--- src/rtl/branch_resolve_id.sv ---
// Purpose: ID-stage branch resolver. It stalls or forwards the operands, evaluates the condition, flags a misprediction,
//          updates the 2-bit BHT and keeps resolution statistics.
// Latency: stall_ID/redirect/redirect_pc and pred_taken_IF are combinational (0 cycles). The BHT and counters update on the resolve/stall edge.
// Backpressure: stall_ID holds PC/IF/ID while the branch operand is not ready. The branch resolves exactly once, on its first unstalled cycle.
module branch_resolve_id #(
    parameter int IDX_W = 6,
    parameter int XLEN  = 32
) (
    input  logic            clk,
    input  logic            rst,
    input  logic [XLEN-1:0] pc_IF,
    output logic            pred_taken_IF,
    input  logic            valid_ID,
    input  logic [2:0]      op_ID,
    input  logic [2:0]      funct3_ID,
    input  logic [XLEN-1:0] pc_ID,
    input  logic            pred_taken_ID,
    input  logic [XLEN-1:0] branch_target_ID,
    input  logic [4:0]      rs1_ID,
    input  logic [4:0]      rs2_ID,
    input  logic [4:0]      rd_MEM,
    input  logic [XLEN-1:0] rs1_data_ID,
    input  logic [XLEN-1:0] rs2_data_ID,
    input  logic [XLEN-1:0] fwd_data_MEM,
    input  logic            ld_MEM,
    input  logic            th1,
    input  logic            th2,
    output logic            stall_ID,
    output logic            redirect,
    output logic [XLEN-1:0] redirect_pc,
    output logic [31:0]     branch_cnt,
    output logic [31:0]     mispred_cnt,
    output logic [31:0]     stall_cnt
);

    localparam int          BHT_N   = 1 << IDX_W;
    localparam logic [2:0]  OP_BR   = 3'b110;
    localparam logic [2:0]  F3_BEQ  = 3'b000;
    localparam logic [2:0]  F3_BNE  = 3'b001;
    localparam logic [2:0]  F3_BLT  = 3'b100;
    localparam logic [2:0]  F3_BGE  = 3'b101;
    localparam logic [2:0]  F3_BLTU = 3'b110;
    localparam logic [2:0]  F3_BGEU = 3'b111;

    // Branch history table: one 2-bit saturating counter per word-aligned PC slot
    logic [1:0]  r_bht [BHT_N];
    logic [31:0] r_branch_cnt;
    logic [31:0] r_mispred_cnt;
    logic [31:0] r_stall_cnt;

    logic [IDX_W-1:0] w_if_idx;
    logic [IDX_W-1:0] w_upd_idx;
    logic             w_f3_legal;
    logic             w_br;
    logic             w_stall;
    logic             w_resolve;
    logic             w_fwd_a;
    logic             w_fwd_b;
    logic [XLEN-1:0]  w_op_a;
    logic [XLEN-1:0]  w_op_b;
    logic             w_taken;
    logic             w_mispred;
    logic             w_redirect;
    logic [XLEN-1:0]  w_pc_plus4;
    logic             w_unused_pc_bits;

    assign w_if_idx  = pc_IF[IDX_W+1:2];
    assign w_upd_idx = pc_ID[IDX_W+1:2];

    // The high PC bits and the byte offset do not take part in the BHT lookup
    assign w_unused_pc_bits = ^{pc_IF[XLEN-1:IDX_W+2], pc_IF[1:0]};

    // funct3 010/011 are not branch encodings: the branch is treated as absent
    assign w_f3_legal = (funct3_ID != 3'b010) && (funct3_ID != 3'b011);
    assign w_br       = valid_ID && (op_ID == OP_BR) && w_f3_legal;

    // An EX producer is never ready in ID. A load in MEM is ready only after WB writes through the register file.
    assign w_stall   = w_br && (th1 || (th2 && ld_MEM));
    assign w_resolve = w_br && !w_stall;

    // Forward an ALU result from MEM. x0 is never forwarded because it is hard-wired to zero.
    assign w_fwd_a = th2 && (rs1_ID == rd_MEM) && (rd_MEM != 5'd0);
    assign w_fwd_b = th2 && (rs2_ID == rd_MEM) && (rd_MEM != 5'd0);
    assign w_op_a  = w_fwd_a ? fwd_data_MEM : rs1_data_ID;
    assign w_op_b  = w_fwd_b ? fwd_data_MEM : rs2_data_ID;

    // Evaluate the branch condition on the selected operands
    always_comb begin
        w_taken = 1'b0;
        case (funct3_ID)
            F3_BEQ:  w_taken = (w_op_a == w_op_b);
            F3_BNE:  w_taken = (w_op_a != w_op_b);
            F3_BLT:  w_taken = ($signed(w_op_a) <  $signed(w_op_b));
            F3_BGE:  w_taken = ($signed(w_op_a) >= $signed(w_op_b));
            F3_BLTU: w_taken = (w_op_a <  w_op_b);
            F3_BGEU: w_taken = (w_op_a >= w_op_b);
            default: w_taken = 1'b0;
        endcase
    end

    assign w_mispred  = (w_taken != pred_taken_ID);
    assign w_redirect = w_resolve && w_mispred;
    assign w_pc_plus4 = pc_ID + {{(XLEN-3){1'b0}}, 3'b100};

    assign stall_ID    = w_stall;
    assign redirect    = w_redirect;
    assign redirect_pc = w_taken ? branch_target_ID : w_pc_plus4;

    // The prediction reads the pre-edge table, so a same-index update shows up from the next cycle
    assign pred_taken_IF = !rst && r_bht[w_if_idx][1];

    // BHT: reset to weakly not-taken, then train saturating on each resolved branch
    always_ff @(posedge clk) begin
        if (rst) begin
            for (int i = 0; i < BHT_N; i++) begin
                r_bht[i] <= 2'b01;
            end
        end else if (w_resolve) begin
            if (w_taken) begin
                if (r_bht[w_upd_idx] != 2'b11) begin
                    r_bht[w_upd_idx] <= r_bht[w_upd_idx] + 2'b01;
                end
            end else begin
                if (r_bht[w_upd_idx] != 2'b00) begin
                    r_bht[w_upd_idx] <= r_bht[w_upd_idx] - 2'b01;
                end
            end
        end
    end

    // Statistics counters saturate at all-ones so long runs never alias to small values
    always_ff @(posedge clk) begin
        if (rst) begin
            r_branch_cnt  <= 32'd0;
            r_mispred_cnt <= 32'd0;
            r_stall_cnt   <= 32'd0;
        end else begin
            if (w_resolve && (r_branch_cnt != 32'hFFFF_FFFF)) begin
                r_branch_cnt <= r_branch_cnt + 32'd1;
            end
            if (w_redirect && (r_mispred_cnt != 32'hFFFF_FFFF)) begin
                r_mispred_cnt <= r_mispred_cnt + 32'd1;
            end
            if (w_stall && (r_stall_cnt != 32'hFFFF_FFFF)) begin
                r_stall_cnt <= r_stall_cnt + 32'd1;
            end
        end
    end

    assign branch_cnt  = r_branch_cnt;
    assign mispred_cnt = r_mispred_cnt;
    assign stall_cnt   = r_stall_cnt;

endmodule

--- config.mk ---
export PLATFORM = sky130hd
export DESIGN_NAME = branch_resolve_id
export DESIGN_NICKNAME = d
export VERILOG_FILES = /design/src/rtl/branch_resolve_id.sv
export SDC_FILE = /design/constraint.sdc
export NUM_CORES = 1
export LEC_CHECK = 0
export ABC_AREA = 1
export BUFFER_PORTS_ARGS = -buffer_cell sky130_fd_sc_hd__buf_4
export CAP_MARGIN = 20
export CORE_MARGIN = 2
export CORE_UTILIZATION = 35
export DETAILED_ROUTE_END_ITERATION = 8
export GPL_TIMING_DRIVEN = 1
export SLEW_MARGIN = 25
export SYNTH_ARGS = -nofsm -noshare
export SYNTH_HDL_FRONTEND = slang
export SYNTH_SLANG_ARGS = --single-unit
--- constraint.sdc ---
create_clock -name clk -period 7.2 [get_ports clk]
set_input_delay 2.16 -clock clk [delete_from_list [all_inputs] [get_ports clk]]
set_output_delay 2.16 -clock clk [all_outputs]
set_load 0.05 [all_outputs]
==> impl_metrics.json, run 1 <==
{
  "required_ns": 5.04,
  "drtIter0Drc": 1239,
  "slew_headroom_pct": 33.4,
  "ys_ff_latch": 224,
  "regToRegEndpoint": "branch_cnt[25]",
  "ff2ff_setup_slack_ns": 4.16,
  "min_from": "branch_cnt[11]",
  "worstMarginPinSlew_ns": 0.999,
  "clock_latency_ns": 0.56,
  "wl_um": 54800,
  "fin_crit_ns": 7.80,
  "drc": 0,
  "layout-drive-gt1-share_pct": 25.0,
  "layout_common_cells": "nand2_1 (491), buf_4 (354), nor2_1 (239)",
  "area_growth_pct": 37.5,
  "grt_pass1_vias": 15600,
  "drtPass1Iterations": 7,
  "cp_max_fo": 7,
  "synth.cell_area_mm2": 0.0150,
  "hold_path_end": "branch_cnt[11]",
  "r2r_cells": 18,
  "hp-class": "reg -> reg",
  "row_count": 75,
  "cp.arrival_ns": 5.64,
  "dr_wl_met3_um": 3760,
  "h-tree-depth": 1,
  "clock-sinks": 224,
  "drtAntennaViolNets": 0,
  "synth.top_cells.by_area": "edfxtp_1 (26%), nand2_1 (14%), dfxtp_1 (13%), nor2_1 (6.4%), nand4_1 (4.7%)",
  "worst-path-buf-inv": 9,
  "grt_usage_pct": 23.8,
  "p_per_area_mw_per_mm2": 174,
  "ctsHoldBuffers": 0,
  "placed_cells": 2948,
  "final_nets": 2725,
  "critPathLaunchType": "input port",
  "cts_tree": "built",
  "grt_overflow_total": 0,
  "crit_start": "rd_MEM[2]",
  "io_pins": 351,
  "synthCells": 2142,
  "grt_max_degree": 79,
  "die_area_mm2": 0.0445,
  "synth_warnings": 0,
  "num_vias": 16200,
  "ir_drop_v": 0.000146,
  "min_path_cells": 2,
  "place_congestion": 0.970,
  "wl_per_cell_um": 18.1,
  "grt_pass1_wl_um": 84500,
  "report.final.slew_viol_count": 0,
  "antenna_found_initial": 0,
  "synth_cell_types": 43,
  "cp_slowest_cell": "ha_1",
  "drv_cap": 0,
  "rsz0062_at_grt": "true",
  "yosysTopAreaCellShare_pct": 25.6,
  "synth.avg_cell_area_um2": 7.00,
  "slowest_delay_ns": 0.30,
  "ys_seq_area_share_pct": 38.5,
  "fin_skew_ns": 0.0228,
  "max_clock_freq_ghz": 0.128,
  "p_leak_uw": 0.00838,
  "yosysTopAreaCell": "edfxtp_1",
  "critPathCaptureType": "output port",
  "syn-num-nets": 2398,
  "cts_buffers": 26,
  "routed.top_layer": "met4",
  "core_area_mm2": 0.0421,
  "clkTransAtPathRegs_ns": 0.06,
  "setup_viol": 33,
  "cts-root-buf": "clkbuf_16",
  "dpl.hpwl_um": 38500,
  "cts.path.max_buffers": 3,
  "violations": "setup timing",
  "vias_per_cell": 5.36,
  "outcome": "finished with violations",
  "wl_met2_um": 27000,
  "cp_top_family": "buffers and inverters",
  "worst_slack_ns": -0.603,
  "hold_violations": 0,
  "utilization_pct": 48.9,
  "initial_core_util_pct": 35.6,
  "final_common_cell": "nand2_1",
  "die_y_um": 211,
  "finalCritPeriodShare_pct": 108,
  "critPathKind": "in -> out",
  "r2r-start": "branch_cnt[0]",
  "num_antenna_cells": 0,
  "die_w_um": 211,
  "fin_cells": 3028,
  "numPortBuffers": 324,
  "wl_met1_um": 22800
}
-- power by group --
group / internal [µW] / total (µW) / switching (µW) / leakage, µW
clock network: 793 / 1330 / 541 / 0.000411
logic: 351 / 882 / 531 / 0.00609
registers: 1360 / 1370 / 8.22 / 0.00189
total: 2510 / 3590 / 1080 / 0.00838
-- layer usage --
metal  GRT usage, %  vias up
li1               -     7900
met1           30.8     7650
met2           41.7      578
met3           3.93       90
met4           5.42        0
met5              0        -
-- tightest hold or removal path, delay by kind of cell (launching register included) --
family	cells	cell delay, ns
AOI/OAI and AO/OA	1	0.05
DFF	1	0.34
buffers and inverters	1	0.06
-- stage by stage --
stage | hold slack [ns] | area, µm² | setup WS (ns) | total power [µW] | TNS, ns
3_3_place_gp | 0.476 | 18500 | -0.665 | 2080 | -20.62
5_1_grt | 0.519 | 20600 | -0.811 | 3720 | -24.80
4_1_cts | 0.499 | 20100 | -0.523 | 3530 | -15.49
6_report | 0.500 | 20600 | -0.603 | 3590 | -17.99
3_5_place_dp | 0.482 | 18500 | -0.727 | 2090 | -22.37
2_1_floorplan | 0.682 | 15300 | -0.0973 | 1830 | -1.08
-- logic make-up after synthesis --
logic type,Yosys count,synth area share [%]
AO/OA/AOI/OAI,317,11.4
XOR/XNOR,84,4.91
adder cells (fa/ha/maj),36,3.01
buffers and inverters,296,7.86
flip-flops,224,38.5
multiplexers,6,0.426
AND/OR/NAND/NOR,1179,33.9
-- cell type report --
class	count	area (µm²)
tap	539	674
inverter	176	662
clock inverter	4	81.3
timing repair buffer	419	3700
fill	4075	21500
multi-input combinational	1622	8960
sequential	224	5770
clock buffer	44	768
-- how the worst max path moves through the flow --
stage	to	cells after the start	slack, ns
finish	redirect_pc[4]	27	-0.60
floorplan	redirect_pc[11]	23	-0.1
global route	redirect_pc[4]	28	-0.81
detailed placement	redirect_pc[21]	26	-0.73
CTS	redirect_pc[25]	28	-0.52
global placement	redirect	25	-0.67
-- state kept, by name, indices dropped and copies added, names as in the netlist --
signal,cells
branch_cnt,32
r_bht,128
stall_cnt,32
mispred_cnt,32
-- cell usage after synthesis (all sizes together) --
| cell | instances |
|---|---|
| dfxtp | 96 |
| clkinv | 5 |
| inv | 171 |
| or2 | 1 |
| mux2i | 3 |
| nor2 | 258 |
| buf | 49 |
| mux2 | 3 |
| nor4 | 21 |
| a221oi | 1 |
| and3 | 2 |
| a211oi | 2 |
| o221ai | 12 |
| nand3 | 140 |
| nor3 | 66 |
| nand4 | 113 |
| o2111a | 1 |
| o21a | 7 |
| xnor2 | 18 |
| nand3b | 1 |
| ha | 36 |
| edfxtp | 128 |
| nand2 | 574 |
| o21ai | 134 |
| a22oi | 13 |
| a21oi | 141 |
| o2111ai | 1 |
| clkbuf | 71 |
| xor2 | 66 |
| a31oi | 2 |
| o22ai | 3 |
| nor3b | 3 |
-- repair_timing --
item                                    CTS  global route
pin swaps                                30            35
endpoints found under the setup margin   33            33
resized for setup                       132           114
hold endpoints to repair                  0             0
buffers inserted                         19             8
gates cloned                              7             3
Note: power is estimated with default switching activity, not from simulation.
==> inputs of run 2 (changes only) <==
--- a/config.mk
+++ b/config.mk
@@ -12,6 +12,8 @@
 export CORE_UTILIZATION = 35
 export DETAILED_ROUTE_END_ITERATION = 8
 export GPL_TIMING_DRIVEN = 1
+export SETUP_SLACK_MARGIN = 0.15
+export SKIP_CTS_REPAIR_TIMING = 1
 export SLEW_MARGIN = 25
 export SYNTH_ARGS = -nofsm -noshare
 export SYNTH_HDL_FRONTEND = slang
==> impl_metrics.json, run 2 (synthesized netlist as in run 1, its figures left out) <==
{
  "layout-drive-gt1-share_pct": 24.6,
  "total_power_uw": 3610,
  "cts-root-buf": "clkbuf_16",
  "setup_viol": 33,
  "die_w_um": 211,
  "rsz0062_at_grt": "true",
  "stdcell_area_mm2": 0.0204,
  "final_nets": 2719,
  "numPortBuffers": 324,
  "fin_crit_ns": 7.76,
  "drv_cap": 0,
  "slowest_delay_ns": 0.31,
  "hp-class": "reg -> reg",
  "clock-sinks": 224,
  "grt_overflow_total": 0,
  "top_register": "r_bht",
  "grt_usage_pct": 22.3,
  "worstMarginPinSlew_ns": 0.801,
  "critPathLaunchType": "input port",
  "place_congestion": 0.916,
  "clkTransAtPathRegs_ns": 0.06,
  "fin_cells": 3019,
  "dpl.hpwl_um": 36500,
  "initial_core_util_pct": 35.6,
  "seq_area_mm2": 0.00577,
  "required_ns": 5.04,
  "fin_skew_ns": 0.0135,
  "cp_max_fo": 9,
  "ff2ff_setup_slack_ns": 4.16,
  "wl_um": 52900,
  "grt_pass1_wl_um": 79600,
  "row_count": 75,
  "cts_buffers": 26,
  "io_pins": 351,
  "hold_violations": 0,
  "cts_tree": "built",
  "wl_per_cell_um": 17.5,
  "cp_slowest_cell": "ha_1",
  "drtIter0Drc": 1224,
  "final_common_cell": "nand2_1",
  "worst_slack_ns": -0.556,
  "layout_common_cells": "nand2_1 (496), buf_4 (347), nor2_1 (238)",
  "drc": 0,
  "cts.path.max_buffers": 3,
  "critPathKind": "in -> out",
  "drtAntennaViolNets": 0,
  "ir_drop_v": 0.000167,
  "p_leak_uw": 0.00826,
  "num_antenna_cells": 0,
  "max_clock_freq_ghz": 0.129,
  "dpl_cell_area_mm2": 0.0186,
  "largest_reg_flops": 128,
  "outcome": "finished with violations",
  "h-tree-depth": 1,
  "slew_headroom_pct": 46.6,
  "critPathCaptureType": "output port",
  "vias_per_cell": 5.33,
  "die_y_um": 211,
  "antenna_found_initial": 0,
  "cp.arrival_ns": 5.60,
  "violations": "setup timing",
  "p_per_area_mw_per_mm2": 177,
  "n_fill_cell": 4101,
  "die_area_mm2": 0.0445,
  "utilization_pct": 48.4,
  "report.final.slew_viol_count": 0,
  "post-place-ws_ns": -0.578,
  "finalCritPeriodShare_pct": 108,
  "area_growth_pct": 36.1,
  "clock_latency_ns": 0.55,
  "core_area_mm2": 0.0421,
  "path_common_cell": "nand2_4",
  "multi_input_area_mm2": 0.00881,
  "num_vias": 16100,
  "placed_cells": 2951,
  "grt_pass1_vias": 15100,
  "drtPass1Iterations": 5,
  "grt_max_degree": 74
}
run 2: where the power goes:
group          internal [µW]  switching, µW
registers               1360           8.25
clock network            866            534
logic                    330            508
run 2: cell type report:
| type | count | share of cell area [%] |
|---|---|---|
| Timing Repair Buffer | 413 | 17.6 |
| Tap cell | 539 | 3.30 |
| Sequential cell | 224 | 28.3 |
| Clock buffer | 39 | 3.73 |
| Multi-Input combinational cell | 1622 | 43.2 |
| Inverter | 176 | 3.25 |
| Clock inverter | 6 | 0.650 |
run 2: worst max-delay path: cells and delay by family:
| family | cells | cell delay, ns |
|---|---|---|
| simple gates | 15 | 1.56 |
| compound gates | 3 | 0.51 |
| fa+ha+maj | 1 | 0.31 |
| buf+inv | 6 | 0.85 |
| xor+xnor | 1 | 0.17 |
run 2: metal layers:
metal  up-vias  track usage, %  part of all wire (%)
li1       7880               -                     -
met1      7515            28.1                    42
met2       602            38.5                    48
met3        99            4.58                   7.4
met4         0            6.22                   2.7
met5         -               0                     0
run 2: per-stage QoR:
stage	hold slack [ns]	TNS (ns)
floorplan	0.682	-1.11
global placement	0.472	-17.07
detailed placement	0.477	-17.71
CTS	0.488	-18.21
global route	0.518	-24.47
finish	0.486	-17.16
run 2: final timing paths:
kind                  startpoint        endpoint  depth (start not counted)
setup reg to reg    stall_cnt[0]   stall_cnt[28]                         12
setup / recovery       rs2_ID[2]        redirect                         26
hold reg to reg   branch_cnt[11]  branch_cnt[11]                          2
hold / removal    branch_cnt[11]  branch_cnt[11]                          2
==> inputs of run 3 (changes only) <==
--- a/config.mk
+++ b/config.mk
@@ -12,8 +12,10 @@
 export CORE_UTILIZATION = 35
 export DETAILED_ROUTE_END_ITERATION = 8
 export GPL_TIMING_DRIVEN = 1
+export REMOVE_ABC_BUFFERS = 1
 export SETUP_SLACK_MARGIN = 0.15
 export SKIP_CTS_REPAIR_TIMING = 1
+export SKIP_LAST_GASP = 1
 export SLEW_MARGIN = 25
 export SYNTH_ARGS = -nofsm -noshare
 export SYNTH_HDL_FRONTEND = slang
==> impl_metrics.json, run 3 (synthesized netlist as in run 1, its figures left out) <==
{
  "use_met2_pct": 37.4,
  "h-tree-depth": 1,
  "ir_drop_v": 0.000169,
  "numPortBuffers": 324,
  "fin_setup_tns_ns": -19.30,
  "layout_common_cells": "nand2_1 (557), buf_4 (365), nor2_1 (241)",
  "rsz0062_at_grt": "true",
  "row_count": 75,
  "critPathCaptureType": "output port",
  "place_congestion": 0.916,
  "top_usage_layer": "met2",
  "worst_slack_ns": -0.631,
  "clock_latency_ns": 0.56,
  "die_area_mm2": 0.0445,
  "dpl_cell_area_mm2": 0.0182,
  "required_ns": 5.04,
  "wl_per_cell_um": 16.8,
  "drv_cap": 0,
  "max_clock_freq_ghz": 0.128,
  "drtIter0Drc": 1177,
  "cts_tree": "built",
  "num_antenna_cells": 0,
  "initial_core_util_pct": 35.6,
  "min_from": "mispred_cnt[31]",
  "grt_overflow_total": 0,
  "outcome": "finished with violations",
  "hold_violations": 0,
  "grt_pass1_vias": 15500,
  "clock-sinks": 224,
  "largest_reg_flops": 128,
  "die_w_um": 211,
  "violations": "setup timing",
  "fin_cells": 3007,
  "r2r-start": "branch_cnt[0]",
  "slew_headroom_pct": 37.2,
  "die_y_um": 211,
  "io_pins": 351,
  "grt_max_degree": 65,
  "layout-drive-gt1-share_pct": 20.7,
  "final_nets": 2703,
  "worstMarginPinSlew_ns": 0.934,
  "cp.arrival_ns": 5.67,
  "p_per_area_mw_per_mm2": 176,
  "drc": 0,
  "antenna_found_initial": 0,
  "setup_viol": 33,
  "grt_util_met1_pct": 27.8,
  "cp_max_fo": 21,
  "report.final.slew_viol_count": 0,
  "grt_pass1_wl_um": 79300,
  "gr-usage-met3_pct": 4.13,
  "fin_crit_ns": 7.83,
  "drtPass1Iterations": 5,
  "cts-root-buf": "clkbuf_16",
  "cts_buffers": 27,
  "placed_cells": 2944,
  "finalCritPeriodShare_pct": 109,
  "num_vias": 16000,
  "dpl.hpwl_um": 35100,
  "p_leak_uw": 0.00792,
  "crit_start": "rd_MEM[2]",
  "stdcell_area_mm2": 0.0195,
  "critPathKind": "in -> out",
  "grt_usage_pct": 21.9,
  "final_common_cell": "nand2_1",
  "fin_skew_ns": 0.0116,
  "cts.path.max_buffers": 3,
  "critPathLaunchType": "input port",
  "core_area_mm2": 0.0421,
  "area_growth_pct": 29.9,
  "hp-class": "reg -> reg",
  "drtAntennaViolNets": 0,
  "top_register": "r_bht",
  "vias_per_cell": 5.32,
  "wl_um": 50500,
  "clkTransAtPathRegs_ns": 0.06
}
==> run 3: changes by cell type in the layout (fill, tap and decap cells not counted), sizes merged <==
| cell | change |
|---|---|
| clkbuf | -11 |
| buf | -14 |
| clkinv | +12 |
| bufinv | -1 |
| inv | +2 |
==> run 3: layout make-up <==
type | instances | area (µm²)
Clock buffer | 31 | 691
Inverter | 176 | 663
Multi-Input combinational cell | 1622 | 8260
Clock inverter | 19 | 176
Timing Repair Buffer | 396 | 3240
Sequential cell | 224 | 5770
Fill cell | 4207 | 22700
Tap cell | 539 | 674
==> run 3: critical path, stage by stage <==
cell      delay, ns
buf_8          0.10
xor2_1         0.13
a221oi_1       0.21
o2111a_1       0.27
nand2_4        0.15
buf_6          0.17
buf_8          0.13
a21oi_1        0.24
ha_1           0.30
a21oi_1        0.14
o21ai_0        0.09
a21oi_1        0.15
nand2_2        0.10
nand2_4        0.09
nand2_2        0.04
nand2_1        0.07
buf_4          0.12
nand3_2        0.07
nand2_2        0.08
buf_4          0.12
inv_1          0.04
nor2_2         0.14
buf_12         0.19
nand2_1        0.09
nand2_1        0.07
buf_4          0.19
==> run 3: per-layer routing <==
| metal | part of all wire (%) | up-vias |
|---|---|---|
| met5 | 0 | - |
| met4 | 2.8 | 0 |
| met3 | 7.3 | 101 |
| met2 | 48 | 523 |
| met1 | 42 | 7515 |
| li1 | - | 7848 |
==> run 3: power breakdown <==
group	leakage [µW]	switching, µW	internal [µW]	total, µW
registers	0.00189	8.23	1360	1370
logic	0.00561	445	252	697
clock network	0.000426	568	795	1360
==> run 3: through the flow <==
step | utilization, % | setup slack, ns | power (µW) | hold slack [ns]
global route | 46.2 | -0.879 | 3570 | 0.525
global placement | 43.2 | -0.656 | 2050 | 0.466
CTS | 45.2 | -0.738 | 3410 | 0.487
finish | 46.2 | -0.631 | 3430 | 0.489
detailed placement | 43.2 | -0.735 | 2050 | 0.479
floorplan | - | -2.51 | 1750 | 0.684
==> run 3: path summary, 6_finish.rpt <==
kind / depth (start not counted) / slack, ns / endpoint
max: 26 / -0.63 / redirect_pc[22]
min: 2 / 0.49 / mispred_cnt[31]
max reg2reg: 18 / 4.10 / branch_cnt[25]
min reg2reg: 2 / 0.49 / mispred_cnt[31]
